--- config.mk ---
export PLATFORM = sky130hd
export DESIGN_NAME = charram_dram_ctrl
export DESIGN_NICKNAME = d
export VERILOG_FILES = /design/src/rtl/charram_dram_ctrl.sv
export SDC_FILE = /design/constraint.sdc
export NUM_CORES = 1
export LEC_CHECK = 0
export ABC_AREA = 0
export CAP_MARGIN = 20
export CORE_UTILIZATION = 62
export CTS_CLUSTER_DIAMETER = 60
export DETAILED_ROUTE_END_ITERATION = 8
export DONT_BUFFER_PORTS = 1
export GPL_TIMING_DRIVEN = 0
export PLACE_DENSITY = 0.78
export SYNTH_ARGS = -nofsm -noshare
export SYNTH_HDL_FRONTEND = slang
export SYNTH_SLANG_ARGS = --single-unit
--- constraint.sdc ---
create_clock -name i_MCLK -period 3.5 [get_ports i_MCLK]
set_input_delay 0.7 -clock i_MCLK [delete_from_list [all_inputs] [get_ports i_MCLK]]
set_output_delay 0.7 -clock i_MCLK [all_outputs]
set_load 0.01 [all_outputs]
--- src/rtl/charram_dram_ctrl.sv ---
// Two-port access sequencer for the 16k x4 character DRAM: arbitrates video
// fetches against CPU accesses and drives the multiplexed address and strobes.
module charram_dram_ctrl #(
    parameter int unsigned TRP         = 1,
    parameter int unsigned MAX_VID_RUN = 3
) (
    input  logic        i_MCLK,
    input  logic        i_RST_n,
    input  logic        i_VID_REQ,
    input  logic [13:0] i_VID_ADDR,
    output logic [3:0]  o_VID_DATA,
    output logic        o_VID_VALID,
    output logic        o_VID_MISS,
    input  logic        i_CPU_REQ,
    input  logic        i_CPU_WR,
    input  logic [13:0] i_CPU_ADDR,
    input  logic [3:0]  i_CPU_DIN,
    output logic [3:0]  o_CPU_DOUT,
    output logic        o_CPU_ACK,
    output logic [7:0]  o_RAM_ADDR,
    output logic [3:0]  o_RAM_DIN,
    input  logic [3:0]  i_RAM_DOUT,
    output logic        o_RAS_n,
    output logic        o_CAS_n,
    output logic        o_WR_n,
    output logic        o_RD_n
);
    localparam int unsigned AW  = 14;
    localparam int unsigned DW  = 4;
    localparam int unsigned RW  = 8;
    localparam int unsigned PCW = $clog2(TRP + 1);

    typedef enum logic [2:0] {S_IDLE, S_ROW, S_COL, S_ACC, S_PRE} state_t;

    state_t          r_state;
    logic [PCW-1:0]  r_pre_cnt;
    logic            r_vid_pend;
    logic [AW-1:0]   r_vid_addr;
    logic            r_cpu_req;
    logic            r_cpu_busy;
    logic [1:0]      r_vid_run;
    logic            r_cur_cpu;
    logic            r_cur_wr;
    logic [AW-1:0]   r_cur_addr;
    logic [DW-1:0]   r_cur_din;
    logic [RW-1:0]   r_ram_addr;
    logic [DW-1:0]   r_ram_din;
    logic [DW-1:0]   r_vid_data;
    logic [DW-1:0]   r_cpu_dout;
    logic            r_vid_valid;
    logic            r_vid_miss;
    logic            r_cpu_ack;
    logic            r_ras_n;
    logic            r_cas_n;
    logic            r_wr_n;
    logic            r_rd_n;

    logic            w_last_pre;
    logic            w_arb;
    logic            w_cpu_elig;
    logic            w_cpu_first;
    logic            w_vid_gnt;
    logic            w_cpu_gnt;
    logic [AW-1:0]   w_gnt_addr;

    // Arbitration: video wins unless the CPU has waited out MAX_VID_RUN video grants
    assign w_last_pre  = (r_state == S_PRE) && (r_pre_cnt == PCW'(TRP - 1));
    assign w_arb       = (r_state == S_IDLE) || w_last_pre;
    assign w_cpu_elig  = r_cpu_req && !r_cpu_busy;
    assign w_cpu_first = w_cpu_elig && (r_vid_run == 2'(MAX_VID_RUN));
    assign w_vid_gnt   = w_arb && r_vid_pend && !w_cpu_first;
    assign w_cpu_gnt   = w_arb && w_cpu_elig && !w_vid_gnt;
    assign w_gnt_addr  = w_vid_gnt ? r_vid_addr : i_CPU_ADDR;

    always_ff @(posedge i_MCLK or negedge i_RST_n) begin
        if (!i_RST_n) begin
            r_state     <= S_IDLE;
            r_pre_cnt   <= '0;
            r_vid_pend  <= 1'b0;
            r_vid_addr  <= '0;
            r_cpu_req   <= 1'b0;
            r_cpu_busy  <= 1'b0;
            r_vid_run   <= '0;
            r_cur_cpu   <= 1'b0;
            r_cur_wr    <= 1'b0;
            r_cur_addr  <= '0;
            r_cur_din   <= '0;
            r_ram_addr  <= '0;
            r_ram_din   <= '0;
            r_vid_data  <= '0;
            r_cpu_dout  <= '0;
            r_vid_valid <= 1'b0;
            r_vid_miss  <= 1'b0;
            r_cpu_ack   <= 1'b0;
            r_ras_n     <= 1'b1;
            r_cas_n     <= 1'b1;
            r_wr_n      <= 1'b1;
            r_rd_n      <= 1'b1;
        end else begin
            r_vid_valid <= 1'b0;
            r_vid_miss  <= 1'b0;
            r_cpu_ack   <= 1'b0;
            r_cpu_req   <= i_CPU_REQ;

            // A pulse landing in the grant cycle becomes a fresh pending request
            if (i_VID_REQ) begin
                r_vid_pend <= 1'b1;
                r_vid_addr <= i_VID_ADDR;
                if (r_vid_pend && !w_vid_gnt) begin
                    r_vid_miss <= 1'b1;
                end
            end else if (w_vid_gnt) begin
                r_vid_pend <= 1'b0;
            end

            if (w_cpu_gnt) begin
                r_cpu_busy <= 1'b1;
            end else if (r_cpu_ack) begin
                r_cpu_busy <= 1'b0;
            end

            if (w_arb) begin
                if (!w_cpu_elig || w_cpu_gnt) begin
                    r_vid_run <= '0;
                end else if (w_vid_gnt && (r_vid_run != 2'd3)) begin
                    r_vid_run <= r_vid_run + 2'd1;
                end
            end

            if ((r_state == S_PRE) && (r_pre_cnt == '0)) begin
                if (r_cur_cpu) begin
                    r_cpu_dout <= i_RAM_DOUT;
                    r_cpu_ack  <= 1'b1;
                end else begin
                    r_vid_data  <= i_RAM_DOUT;
                    r_vid_valid <= 1'b1;
                end
            end

            case (r_state)
                S_ROW: begin
                    r_state    <= S_COL;
                    r_cas_n    <= 1'b0;
                    r_ram_addr <= {1'b0, r_cur_addr[13:8], 1'b0};
                end
                S_COL: begin
                    r_state <= S_ACC;
                    if (r_cur_wr) begin
                        r_wr_n    <= 1'b0;
                        r_ram_din <= r_cur_din;
                    end else begin
                        r_rd_n <= 1'b0;
                    end
                end
                S_ACC: begin
                    r_state    <= S_PRE;
                    r_pre_cnt  <= '0;
                    r_ras_n    <= 1'b1;
                    r_cas_n    <= 1'b1;
                    r_wr_n     <= 1'b1;
                    r_rd_n     <= 1'b1;
                    r_ram_addr <= '0;
                end
                S_IDLE, S_PRE: begin
                    if (!w_arb) begin
                        r_pre_cnt <= r_pre_cnt + PCW'(1);
                    end else if (w_vid_gnt || w_cpu_gnt) begin
                        r_state    <= S_ROW;
                        r_ras_n    <= 1'b0;
                        r_ram_addr <= w_gnt_addr[7:0];
                        r_cur_cpu  <= w_cpu_gnt;
                        r_cur_wr   <= w_cpu_gnt && i_CPU_WR;
                        r_cur_addr <= w_gnt_addr;
                        if (w_cpu_gnt) begin
                            r_cur_din <= i_CPU_DIN;
                        end
                    end else begin
                        r_state <= S_IDLE;
                    end
                end
                default: r_state <= S_IDLE;
            endcase
        end
    end

    assign o_VID_DATA  = r_vid_data;
    assign o_VID_VALID = r_vid_valid;
    assign o_VID_MISS  = r_vid_miss;
    assign o_CPU_DOUT  = r_cpu_dout;
    assign o_CPU_ACK   = r_cpu_ack;
    assign o_RAM_ADDR  = r_ram_addr;
    assign o_RAM_DIN   = r_ram_din;
    assign o_RAS_n     = r_ras_n;
    assign o_CAS_n     = r_cas_n;
    assign o_WR_n      = r_wr_n;
    assign o_RD_n      = r_rd_n;

endmodule

== Word level (Yosys, flattened, before mapping) ==
Index checks and enable logic that the tools add are counted.

* $add $sub $neg: 2
* Equality and inequality tests: 11
* Multiplexer cells: 29
* Bitwise operators: 2
* Reductions and logical operators: 37

{| class="wikitable"
|+ Operators by type and width
! kind !! count
|-
| 8-bit one-hot mux with 3 select lines || 1
|-
| 1-bit two-way mux || 16
|-
| 8-bit two-way mux || 2
|-
| 14-bit two-way mux || 1
|-
| 2-bit AND reduction || 7
|-
| 2-bit inequality test, second input constant || 6
|-
| 3-bit one-hot mux with 4 select lines || 1
|-
| 2-bit nonzero test || 6
|-
| 1-bit logical AND || 10
|-
| 1-bit one-hot mux with 2 select lines || 5
|-
| 3-bit AND reduction || 3
|-
| 3-bit by 2-bit == test with 1-bit output, second input constant || 2
|-
| 1-bit logical NOT || 4
|-
| 2-bit two-way mux || 2
|-
| 4-bit AND reduction || 1
|-
| 3-bit by 1-bit == test with 1-bit output, second input constant || 1
|-
| 3-bit == test, second input constant || 1
|-
| 3-bit logical NOT || 1
|-
| 1-bit logical OR || 3
|-
| 3-bit two-way mux || 1
|-
| 3-bit nonzero test || 1
|-
| 2-bit by 1-bit adder with 2-bit output, second input constant || 1
|-
| 2-bit == test, second input constant || 1
|-
| 1-bit NOT || 2
|-
| other kinds (2) || 2
|}

* Register bits after elaboration: 70
* Input port bits: 41
* Output and inout port bits: 27
* Logic and storage cells: 103

== Logic depth before layout (Yosys ltp) ==
Gate-level depths: netlist of the first run.

* Depth in word-level cells: 11
* Depth in mapped cells: 6
* Mapped depth without buffers: 5

== Worst setup path after synthesis of the first run ==
Ideal clock, no wire load.

* Path kind: input-to-reg
* Start point: input i_VID_REQ
* End point: register r_vid_addr[0]
* Setup time: 0.125 ns
* Arrival time: 1.638 ns
* Data required time: 3.375 ns
* Path slack: 1.737 ns
* Cell stages on the path: 3
* Buffers on the path: 2
* Path through: clkbuf_1 > clkbuf_1 > mux2_2

{| class="wikitable"
|+ RTL lines
! what !! RTL line !! source
|-
| start, declared || 9 || <nowiki>input logic i_VID_REQ,</nowiki>
|-
| end signal, assigned || 108 || <nowiki>r_vid_addr <= i_VID_ADDR;</nowiki>
|-
| end, declared || 38 || <nowiki>logic [AW-1:0] r_vid_addr;</nowiki>
|}

No word-level cell between the ends.

== Worst setup path after layout of the first run ==
* Start point: register r_state[0]
* End point: register r_cur_din[2]

* Cells in the longest elaborated chain, start to end: 9
* Elaborated cells on any way between the ends: 12
* Those cells by class: eq/ne (1); reduce/logical (11)

{| class="wikitable"
|+ Ends and longest elaborated chain
! what !! RTL line !! source
|-
| start, declared || 35 || <nowiki>state_t r_state;</nowiki>
|-
| start signal, assigned || 77 || <nowiki>r_state <= S_IDLE;</nowiki>
|-
| start signal, assigned || 142 || <nowiki>r_state <= S_COL;</nowiki>
|-
| start signal, assigned || 147 || <nowiki>r_state <= S_ACC;</nowiki>
|-
| 3-bit == test || 67, 140 ||
|-
| 1-bit logical AND || 67 || <nowiki>assign w_last_pre = (r_state == S_PRE) && (r_pre_cnt == PCW'(TRP - 1));</nowiki>
|-
| 1-bit logical OR || 68 || <nowiki>assign w_arb = (r_state == S_IDLE) || w_last_pre;</nowiki>
|-
| 1-bit logical AND (2 in series) || 71 || <nowiki>assign w_vid_gnt = w_arb && r_vid_pend && !w_cpu_first;</nowiki>
|-
| 1-bit logical NOT || 72 || <nowiki>assign w_cpu_gnt = w_arb && w_cpu_elig && !w_vid_gnt;</nowiki>
|-
| 1-bit logical AND || 72 ||
|-
| 1-bit logical OR || 167 || <nowiki>end else if (w_vid_gnt || w_cpu_gnt) begin</nowiki>
|-
| 4-bit AND reduction (no line) * || -- ||
|-
| end signal, assigned || 175 || <nowiki>r_cur_din <= i_CPU_DIN;</nowiki>
|-
| end, declared || 45 || <nowiki>logic [DW-1:0] r_cur_din;</nowiki>
|}

Every way passes the cells marked *; elsewhere a longest branch is shown, timed or not.
A chain may end at the register's enable or synchronous reset.

==> impl_metrics.csv, run 1 <==
group,metric,value,unit
run_status,outcome,"complete, no violations",
routing,postRouteAntennaNets,0,
clock_tree,cts_tree,"done",
clock_tree,clk-insertion-delay-late,0.33,ns
floorplanning,core,3799,sq um
clock_tree,cts_buffers,9,
logic_synthesis,ys_types,30,
critical_path,reg2reg_from,"r_state[0]",
critical_path,reg2reg_depth,6,
sta,max_freq,532.9,MHz
routing,vias,1523,
final_layout,diodes,0,
clock_tree,cts.sinks,62,
critical_path,r2r_end,"r_cur_din[2]",
logic_synthesis,synth_common_cells,"58 x dfrtp_1, 34 x mux2_2, 10 x nand2_1",
run,drv_cap,0,
clock_tree,clk_path_buf_depth,2,
critical_path,end_kind,"register",
clock_tree,clockRootBuffer,"clkbuf_8",
logic_synthesis,syn_area_per_cell,13.89,sq um
global_routing,grt_pass1_wl,7.624,mm
placement,routabilityCongestion,0.7593,
logic_synthesis,netlist_instances,184,
sta,final_max_slew_viol_count,0,
logic_synthesis,synth_nets,226,
logic_synthesis,ys.flop_type,"dfrtp_1",
floorplanning,start_util,67.29,%
sta,tns,0,ns
pwr,p_sw_share,34.50,%
global_routing,grt_overflow,0,
global_routing,grt_max_degree,63,
pwr,ir_drop,0.5050,mV
floorplanning,rows,22,
critical_path,required,3.71,ns
clock_tree,htreeDepth,3,
final_layout,post_route_cells_drive_above_1_share,31.00,%
sta,skew,0.006631,ns
sta,setup_violations,0,
pwr,p_sw,904.3,uW
logic_synthesis,yosysWarnings,0,
pwr,p_int,1717,uW
pwr,p_leak,0.001265,uW
critical_path,regToRegSetupSlack,1.62,ns
logic_synthesis,synth-seq-cells,62,
clock_tree,postCtsSetupBuffers,0,
critical_path,crit_path_start_kind,"register",
critical_path,crit_path_start,"r_state[0]",
logic_synthesis,synth.area.top_cells,"dfrtp_1 57%, mux2_2 15%, dfstp_2 4.1%",
critical_path,crit_type,"reg -> reg",
sta,hold_viol,0,
pwr,p_comb_share,32.5,%
pwr,seqPwrFrac,47.5,%
placement,hpwl,3.372,mm
sta,holdWs,0.06016,ns
floorplanning,die_y,66.21,um
sta,min_period_over_period,53.62,%
sta,tightest_slew,0.5587,ns
pwr,p_total,2621,uW
floorplanning,io_pins,68,
sta,relSlewSlack,62.75,%
sta,fin_ws,1.623,ns
logic_synthesis,post-synth-top-area-fraction,56.78,%
logic_synthesis,syn_area,2556,sq um
pwr,powerDensity,943.3,nW/um^2
sta,rsz0062_at_grt,"false",
critical_path,cp_max_fo,10,
global_routing,grt_pass1_vias,1612,
routing,wl_per_cell,19.07,um
floorplanning,die_area,4384,sq um
final_layout,nNetsFinal,237,
routing,drt-pass1-iter-count,4,
sta,period_minus_slack,1.877,ns
logic_synthesis,synth_edf_count,0,
global_routing,antenna_found_initial,0,
pwr,pwr-share-clk,19.9,%
global_routing,grt_usage,24.83,%
final_layout,areaGrowthSynthToFinish,8.713,%
floorplanning,die_w,66.21,um
routing,drt_iter0_markers,98,
routing,via_per_inst,6.141,
placement,io_buffers,0,
logic_synthesis,synth_largest_area_cell,"dfrtp_1",
clock_tree,postCtsHoldBufs,0,
critical_path,arrival,2.09,ns
routing,drc,0,
logic_synthesis,async_reset_ff_share,100.0,%
logic_synthesis,yosysMostFrequentCell,"dfrtp_1",
clock_tree,clkTransAtPathRegs,0.06,ns
clock_tree,cts_resized,0,
min_path,hold_path_class,"in -> async",
placement,dp_slack,1.466,ns
routing,routed_wl,4.730,mm
logic_synthesis,yosysSeqAreaShare,60.89,%
power by group through the flow:
stage	logic [uW]	clock network, uW	registers (uW)
floorplan	706	0	1210
global placement	813	0	1250
detailed placement	854	0	1260
CTS	860	535	1250
global route	938	566	1280
finish	853	522	1250
metal layers:
metal	share of wire (%)	track usage [%]	up-vias	routed length, um
li1	-	-	691	-
met1	42	29.98	779	1964
met2	51	39.80	47	2430
met3	5.7	8.966	6	270
met4	1.4	11.17	0	65
met5	0	0	-	0
placed cells by master (no fill, tap or decap), types with 2 or more instances in the layout:
cell      Yosys  layout
nor2_1        3       3
a221o_1       8       8
clkbuf_1      4       8
o22ai_1       2       2
clkbuf_8      0      10
nor4b_1       6       6
a22o_1        7       7
nand3_1       4       4
clkinv_2      0       2
mux2_4        2       2
buf_2         4       4
o21ai_0       4       4
nand2_1      10      10
and3_1        5       5
nor2b_1       2       2
dfstp_2       4       4
dfrtp_1      58      58
mux2_2       34      34
inv_1         7       7
a21o_1        8       8
per-stage QoR:
stage	std cells	utilization, %	instance area (sq um)
2_1_floorplan	184	-	2556
3_3_place_gp	232	68.87	2616
3_5_place_dp	232	68.87	2616
4_1_cts	248	73.16	2779
5_1_grt	248	73.16	2779
6_report	248	73.16	2779
critical path, cell delays in order (launching register included):
cell      delay, ns
dfrtp_1        0.36
buf_2          0.18
a211oi_4       0.33
o21ai_1        0.18
nor2_2         0.21
buf_6          0.19
mux2_4         0.31
flip-flops by register name, summed over array words and instances, names as in the netlist, 2 cells and up:
name / flops
r_cur_din: 4
r_vid_run: 2
r_cur_addr: 6
o_VID_DATA: 4
r_vid_addr: 14
o_RAM_DIN: 4
o_CPU_DOUT: 4
o_RAM_ADDR: 8
r_state: 3
cell type report:
cell class / count / area (sq um)
buffer: 9 / 46.29
clock inverter: 2 / 10.01
fill: 260 / 1020
clock buffer: 14 / 152.6
tap: 48 / 60.06
sequential: 62 / 1556
multi-input combinational: 106 / 927.1
inverter: 7 / 26.28
how the worst max path moves through the flow:
stage                     slack (ns)        endpoint
after floorplan                 1.74   r_vid_addr[0]
after global placement          1.52   r_vid_addr[1]
after detailed placement        1.47  r_vid_addr[10]
after CTS                       1.62    r_cur_din[2]
after global routing            1.51    r_cur_din[2]
final                           1.62    r_cur_din[2]
kinds of logic after synthesis:
logic type | after synthesis | share of synthesized area, %
AOI/OAI and AO/OA | 34 | 11.11
xor gates and xnor gates | 1 | 0.3427
adders and majority gates | 1 | 0.4894
buffers and inverters | 16 | 2.839
DFF | 62 | 60.89
muxes | 36 | 16.15
and+or+nand+nor | 34 | 8.175
Power figures use the tool's default switching activity.
==> run 2, diff against run 1 <==
CORE_UTILIZATION = 56   (was 62)
PLACE_DENSITY = 0.74   (was 0.78)
clock period = 1.6 ns   (was 3.5 ns; I/O delays follow)
==> run 2 against run 1 <==
Effect of this change: the flow now finishes with violations (negative hold slack, negative setup slack); wire length grew 17%; global-route usage grew 0.19 points; combinational power grew to 2.9 times the previous value; maximum frequency grew 8.4%; power grew to 2.5 times the previous value; critical path depth shrank 1; sequential power grew 120%; register-to-register slack lost 1.8 ns; setup slack lost 1.8 ns; sequential cell count is the same.
==> impl_metrics.csv, run 2 (synthesis results as in run 1) <==
group,metric,value,unit
sta,hold_viol,62,
clock_tree,cts_buffers,9,
clock_tree,cts.sinks,62,
sta,tightest_slew,0.5797,ns
critical_path,path_cells,"ha_2 -> nand3b_1 -> nand3_4 -> mux2_4 -> a221o_1",
routing,drt-pass1-iter-count,5,
pwr,ir_drop,1.142,mV
final_layout,final_cell_mix,"55 x dfrtp_1, 31 x mux2_2, 12 x buf_4",
sta,setup_violations,20,
critical_path,crit_type,"reg -> reg",
sta,final_max_slew_viol_count,0,
sta,max_freq,577.9,MHz
sta,skew,0.01106,ns
placement,io_buffers,0,
run_status,violations,"negative hold slack, negative setup slack",
floorplanning,start_util,58.30,%
global_routing,grt_usage,25.02,%
routing,drt_iter0_markers,78,
sta,period_minus_slack,1.730,ns
pwr,p_total,6628,uW
critical_path,arrival,1.94,ns
pwr,powerDensity,2161,nW/um^2
sta,min_period_over_period,108.2,%
sta,relSlewSlack,61.36,%
clock_tree,clockRootBuffer,"clkbuf_8",
floorplanning,io_pins,68,
sta,holdWs,-0.3300,ns
critical_path,slowest_stage,"dfrtp_1",
critical_path,regToRegSetupSlack,-0.13,ns
floorplanning,die_w,69.56,um
sta,rsz0062_at_grt,"true",
final_layout,final_common_cell,"dfrtp_1",
routing,wl_per_cell,20.70,um
min_path,hold_path_class,"in -> async",
final_layout,nNetsFinal,252,
global_routing,grt_pass1_wl,9.011,mm
routing,vias,1690,
critical_path,end_kind,"register",
final_layout,diodes,0,
critical_path,required,1.81,ns
critical_path,reg2reg_from,"r_vid_run[0]",
final_layout,post-route-util,69.95,%
global_routing,grt_pass1_vias,1787,
final_layout,regMostFlops,"r_vid_addr",
run,drv_cap,0,
critical_path,r2r_end,"o_RAM_ADDR[2]",
floorplanning,core,4384,sq um
clock_tree,cts_tree,"done",
global_routing,grt_max_degree,63,
critical_path,reg2reg_depth,5,
pwr,p_leak,0.001394,uW
clock_tree,clk_path_buf_depth,2,
global_routing,grt_overflow,0,
run_status,outcome,"complete, but fails checks",
clock_tree,clkTransAtPathRegs,0.07,ns
floorplanning,die_area,4839,sq um
final_layout,instances_no_fill,267,
routing,drc,0,
routing,postRouteAntennaNets,0,
routing,via_per_inst,6.330,
placement,hpwl,3.563,mm
clock_tree,clk-insertion-delay-late,0.34,ns
final_layout,post_route_cells_drive_above_1_share,43.72,%
global_routing,antenna_found_initial,0,
critical_path,cp_max_fo,6,
critical_path,crit_path_start,"r_vid_run[0]",
placement,dp.cells,236,
clock_tree,htreeDepth,3,
final_layout,largest_reg_flops,14,
floorplanning,rows,24,
final_layout,areaGrowthSynthToFinish,19.97,%
critical_path,crit_path_start_kind,"register",
routing,routed_wl,5.526,mm
critical_path,max_stage_delay,0.39,ns
placement,routabilityCongestion,0.7982,
floorplanning,die_y,69.56,um
sta,fin_ws,-0.1305,ns
## run 2: cell count changes in the layout (fill, tap and decap cells not counted), moves of 4 or more
| cell | previous run | this run |
|---|---|---|
| buf_4 | 0 | 12 |
| buf_6 | 1 | 6 |
| and3_1 | 5 | 1 |
| clkbuf_1 | 8 | 3 |
## run 2: what timing repair did
action | in CTS | in global routing
gates cloned | 0 | 0
endpoints found under the hold margin | 62 | 63
endpoints found under the setup margin | 32 | 32
buffers inserted | 13 | 3
gates resized for setup | 18 | 11
pin swaps | 6 | 6
## run 2: cell type report
class                           count  area, sq um
Fill cell                         314         1318
Timing Repair Buffer               17        153.9
Sequential cell                    62         1560
Tap cell                           52        65.06
Buffer                              7        61.31
Clock buffer                       12        155.1
Multi-Input combinational cell    106        999.7
Clock inverter                      4        45.04
Inverter                            7        26.28
## run 2: per-stage QoR
step | TNS (ns) | hold WS, ns | area [sq um] | worst slack [ns]
global route | -2.594 | -0.3525 | 3067 | -0.1801
floorplan | -0.02513 | 0.02441 | 2566 | -0.01257
detailed placement | -3.242 | 0.02585 | 2631 | -0.2235
CTS | -0.3288 | -0.3388 | 3000 | -0.06426
finish | -1.449 | -0.3300 | 3067 | -0.1305
global placement | -1.771 | 0.02587 | 2631 | -0.1592
## run 2: how the worst max path moves through the flow
stage,to
6_report,o_RAM_ADDR[2]
4_1_cts,o_RAM_ADDR[2]
3_5_place_dp,o_RAM_ADDR[2]
3_3_place_gp,r_cur_din[2]
2_1_floorplan,r_cur_din[1]
5_1_grt,o_RAM_ADDR[6]
## run 2: power by group
| part | switching [uW] | total, uW | internal, uW |
|---|---|---|---|
| registers | 593 | 2800 | 2200 |
| clock network | 574 | 1370 | 797 |
| logic | 1080 | 2460 | 1380 |
## run 2: worst max-delay path, delay by kind of cell (launching register included)
family	cells	cell delay [ns]
multiplexers	1	0.33
AO/OA/AOI/OAI	1	0.32
adder cells (fa/ha/maj)	1	0.18
AND/OR/NAND/NOR	2	0.38
flip-flops	1	0.39
## run 2: routing by layer
metal  wire, um  GRT usage (%)  vias to the layer above
li1           -              -                      725
met1       2148          29.23                      878
met2       2860          40.35                       74
met3        394          11.92                       13
met4        123          8.844                        0
met5          0              0                        -
==> run 3, diff against run 2 <==
CELL_PAD_IN_SITES_DETAIL_PLACEMENT = 0   (was unset)
CELL_PAD_IN_SITES_GLOBAL_PLACEMENT = 1   (was unset)
CORE_UTILIZATION = 45   (was 56)
PLACE_DENSITY = unset   (was 0.74)
PLACE_DENSITY_LB_ADDON = 0.1   (was unset)
==> run 3 against run 2 <==
Effect of this change: the run still ends with negative hold slack, negative setup slack left; power decreased by 4.3%; critical endpoint is now o_RAM_ADDR[6]; highest routed layer unchanged; cell count increased by 6.7%; worst hold slack improved by 0.0057 ns; largest cell class unchanged; clock power decreased by 15%; global-route usage decreased by 4.8 points; utilization decreased by 15 points; count of clock-buffer cells in the layout decreased by 1; die area increased by 24%; non-clock buffer count decreased by 2.
==> impl_metrics.csv, run 3 (synthesis results as in run 1) <==
group,metric,value,unit
final_layout,nNetsFinal,250,
routing,drt_iter0_markers,40,
routing,postRouteAntennaNets,0,
clock_tree,clockRootBuffer,"clkbuf_8",
placement,routabilityCongestion,0.7292,
routing,vias,1609,
floorplanning,die_y,77.37,um
floorplanning,io_pins,68,
pwr,ir_drop,0.8517,mV
run_status,violations,"negative hold slack, negative setup slack",
final_layout,regMostFlops,"r_vid_addr",
sta,period_minus_slack,1.692,ns
run,drv_cap,0,
floorplanning,start_util,46.42,%
placement,dp.cells,256,
sta,fin_ws,-0.09158,ns
critical_path,crit_path_end,"o_RAM_ADDR[6]",
routing,drc,0,
sta,min_period_over_period,105.7,%
global_routing,grt_max_degree,63,
clock_tree,cts_tree,"done",
routing,wl_per_cell,19.31,um
final_layout,post-route-util,55.35,%
final_layout,final_cell_mix,"55 x dfrtp_1, 29 x mux2_2, 11 x buf_4",
routing,routed_wl,5.503,mm
final_layout,areaGrowthSynthToFinish,19.24,%
routing,via_per_inst,5.646,
final_layout,final_common_cell,"dfrtp_1",
sta,holdWs,-0.3244,ns
floorplanning,die_area,5986,sq um
sta,final_max_slew_viol_count,0,
floorplanning,rows,27,
final_layout,instances_no_fill,285,
placement,io_buffers,0,
placement,dp_slack,-0.2352,ns
clock_tree,cts.sinks,62,
critical_path,reg2reg_depth,5,
sta,hold_viol,62,
global_routing,grt_usage,20.22,%
critical_path,cp_max_fo,6,
critical_path,required,1.82,ns
sta,setup_violations,20,
pwr,p_leak,0.001378,uW
sta,skew,0.007355,ns
clock_tree,clkTransAtPathRegs,0.07,ns
sta,relSlewSlack,60.89,%
sta,tns,-1.089,ns
run_status,outcome,"complete, but fails checks",
critical_path,regToRegSetupSlack,-0.09,ns
final_layout,largest_reg_flops,14,
critical_path,end_kind,"register",
critical_path,crit_path_start,"r_vid_run[1]",
floorplanning,die_w,77.37,um
clock_tree,clk-insertion-delay-late,0.33,ns
critical_path,reg2reg_from,"r_vid_run[1]",
routing,drt-pass1-iter-count,4,
global_routing,grt_pass1_vias,1781,
sta,tightest_slew,0.5866,ns
critical_path,r2r_end,"o_RAM_ADDR[6]",
placement,hpwl,3.608,mm
sta,rsz0062_at_grt,"true",
critical_path,crit_type,"reg -> reg",
sta,max_freq,591.2,MHz
clock_tree,clk_path_buf_depth,2,
critical_path,crit_path_start_kind,"register",
critical_path,arrival,1.91,ns
clock_tree,htreeDepth,3,
global_routing,antenna_found_initial,0,
pwr,powerDensity,2081,nW/um^2
min_path,hold_path_class,"in -> async",
final_layout,post_route_cells_drive_above_1_share,41.78,%
final_layout,diodes,0,
floorplanning,core,5507,sq um
global_routing,grt_overflow,0,
clock_tree,cts_buffers,9,
global_routing,grt_pass1_wl,8.949,mm
run 3: what timing repair did:
action,CTS,global route
endpoints found under the hold margin,62,63
buffers inserted,10,4
gates cloned,0,0
pin swaps,5,12
setup endpoints to repair,33,33
resized for setup,14,15
run 3: critical path, cell delays in order, from the launching register on:
cell	delay, ns
dfrtp_1	0.39
ha_2	0.18
nand3b_1	0.18
nand3_4	0.17
mux2_4	0.34
a221o_1	0.31
run 3: how the worst min path moves through the flow:
stage	slack (ns)	depth (start not counted)	to
final	-0.32	0	o_RAM_ADDR[0]
after floorplan	0.02	0	o_CPU_ACK
after global routing	-0.35	0	o_RAM_ADDR[5]
after detailed placement	0.03	0	o_RAM_ADDR[0]
after CTS	-0.34	0	r_vid_addr[7]
after global placement	0.03	0	r_vid_addr[0]
run 3: per-stage QoR:
stage / hold slack, ns / power (uW) / instance area [sq um]
detailed placement: 0.02562 / 4667 / 2656
floorplan: 0.02441 / 4197 / 2566
finish: -0.3244 / 6343 / 3048
global placement: 0.02572 / 4575 / 2656
global route: -0.3475 / 6726 / 3048
CTS: -0.3356 / 6102 / 2952
run 3: area by class of cell:
cell class / instances / area [sq um]
clock buffer: 11 / 141.4
tap: 72 / 90.09
fill: 455 / 2459
clock inverter: 5 / 25.02
multi-input combinational: 106 / 1008
timing repair buffer: 15 / 138.9
inverter: 7 / 26.28
sequential: 62 / 1560
buffer: 7 / 57.56
run 3: power breakdown:
group | switching (uW) | internal, uW
Combinational | 1040 | 1350
Clock | 577 | 590
Sequential | 584 | 2200
run 3: layer usage:
layer | vias to the layer above | track usage, % | wire, um
met1 | 830 | 23.10 | 2277
li1 | 719 | - | -
met5 | - | 0 | 0
met4 | 0 | 10.00 | 136
met3 | 12 | 8.588 | 371
met2 | 48 | 32.48 | 2718
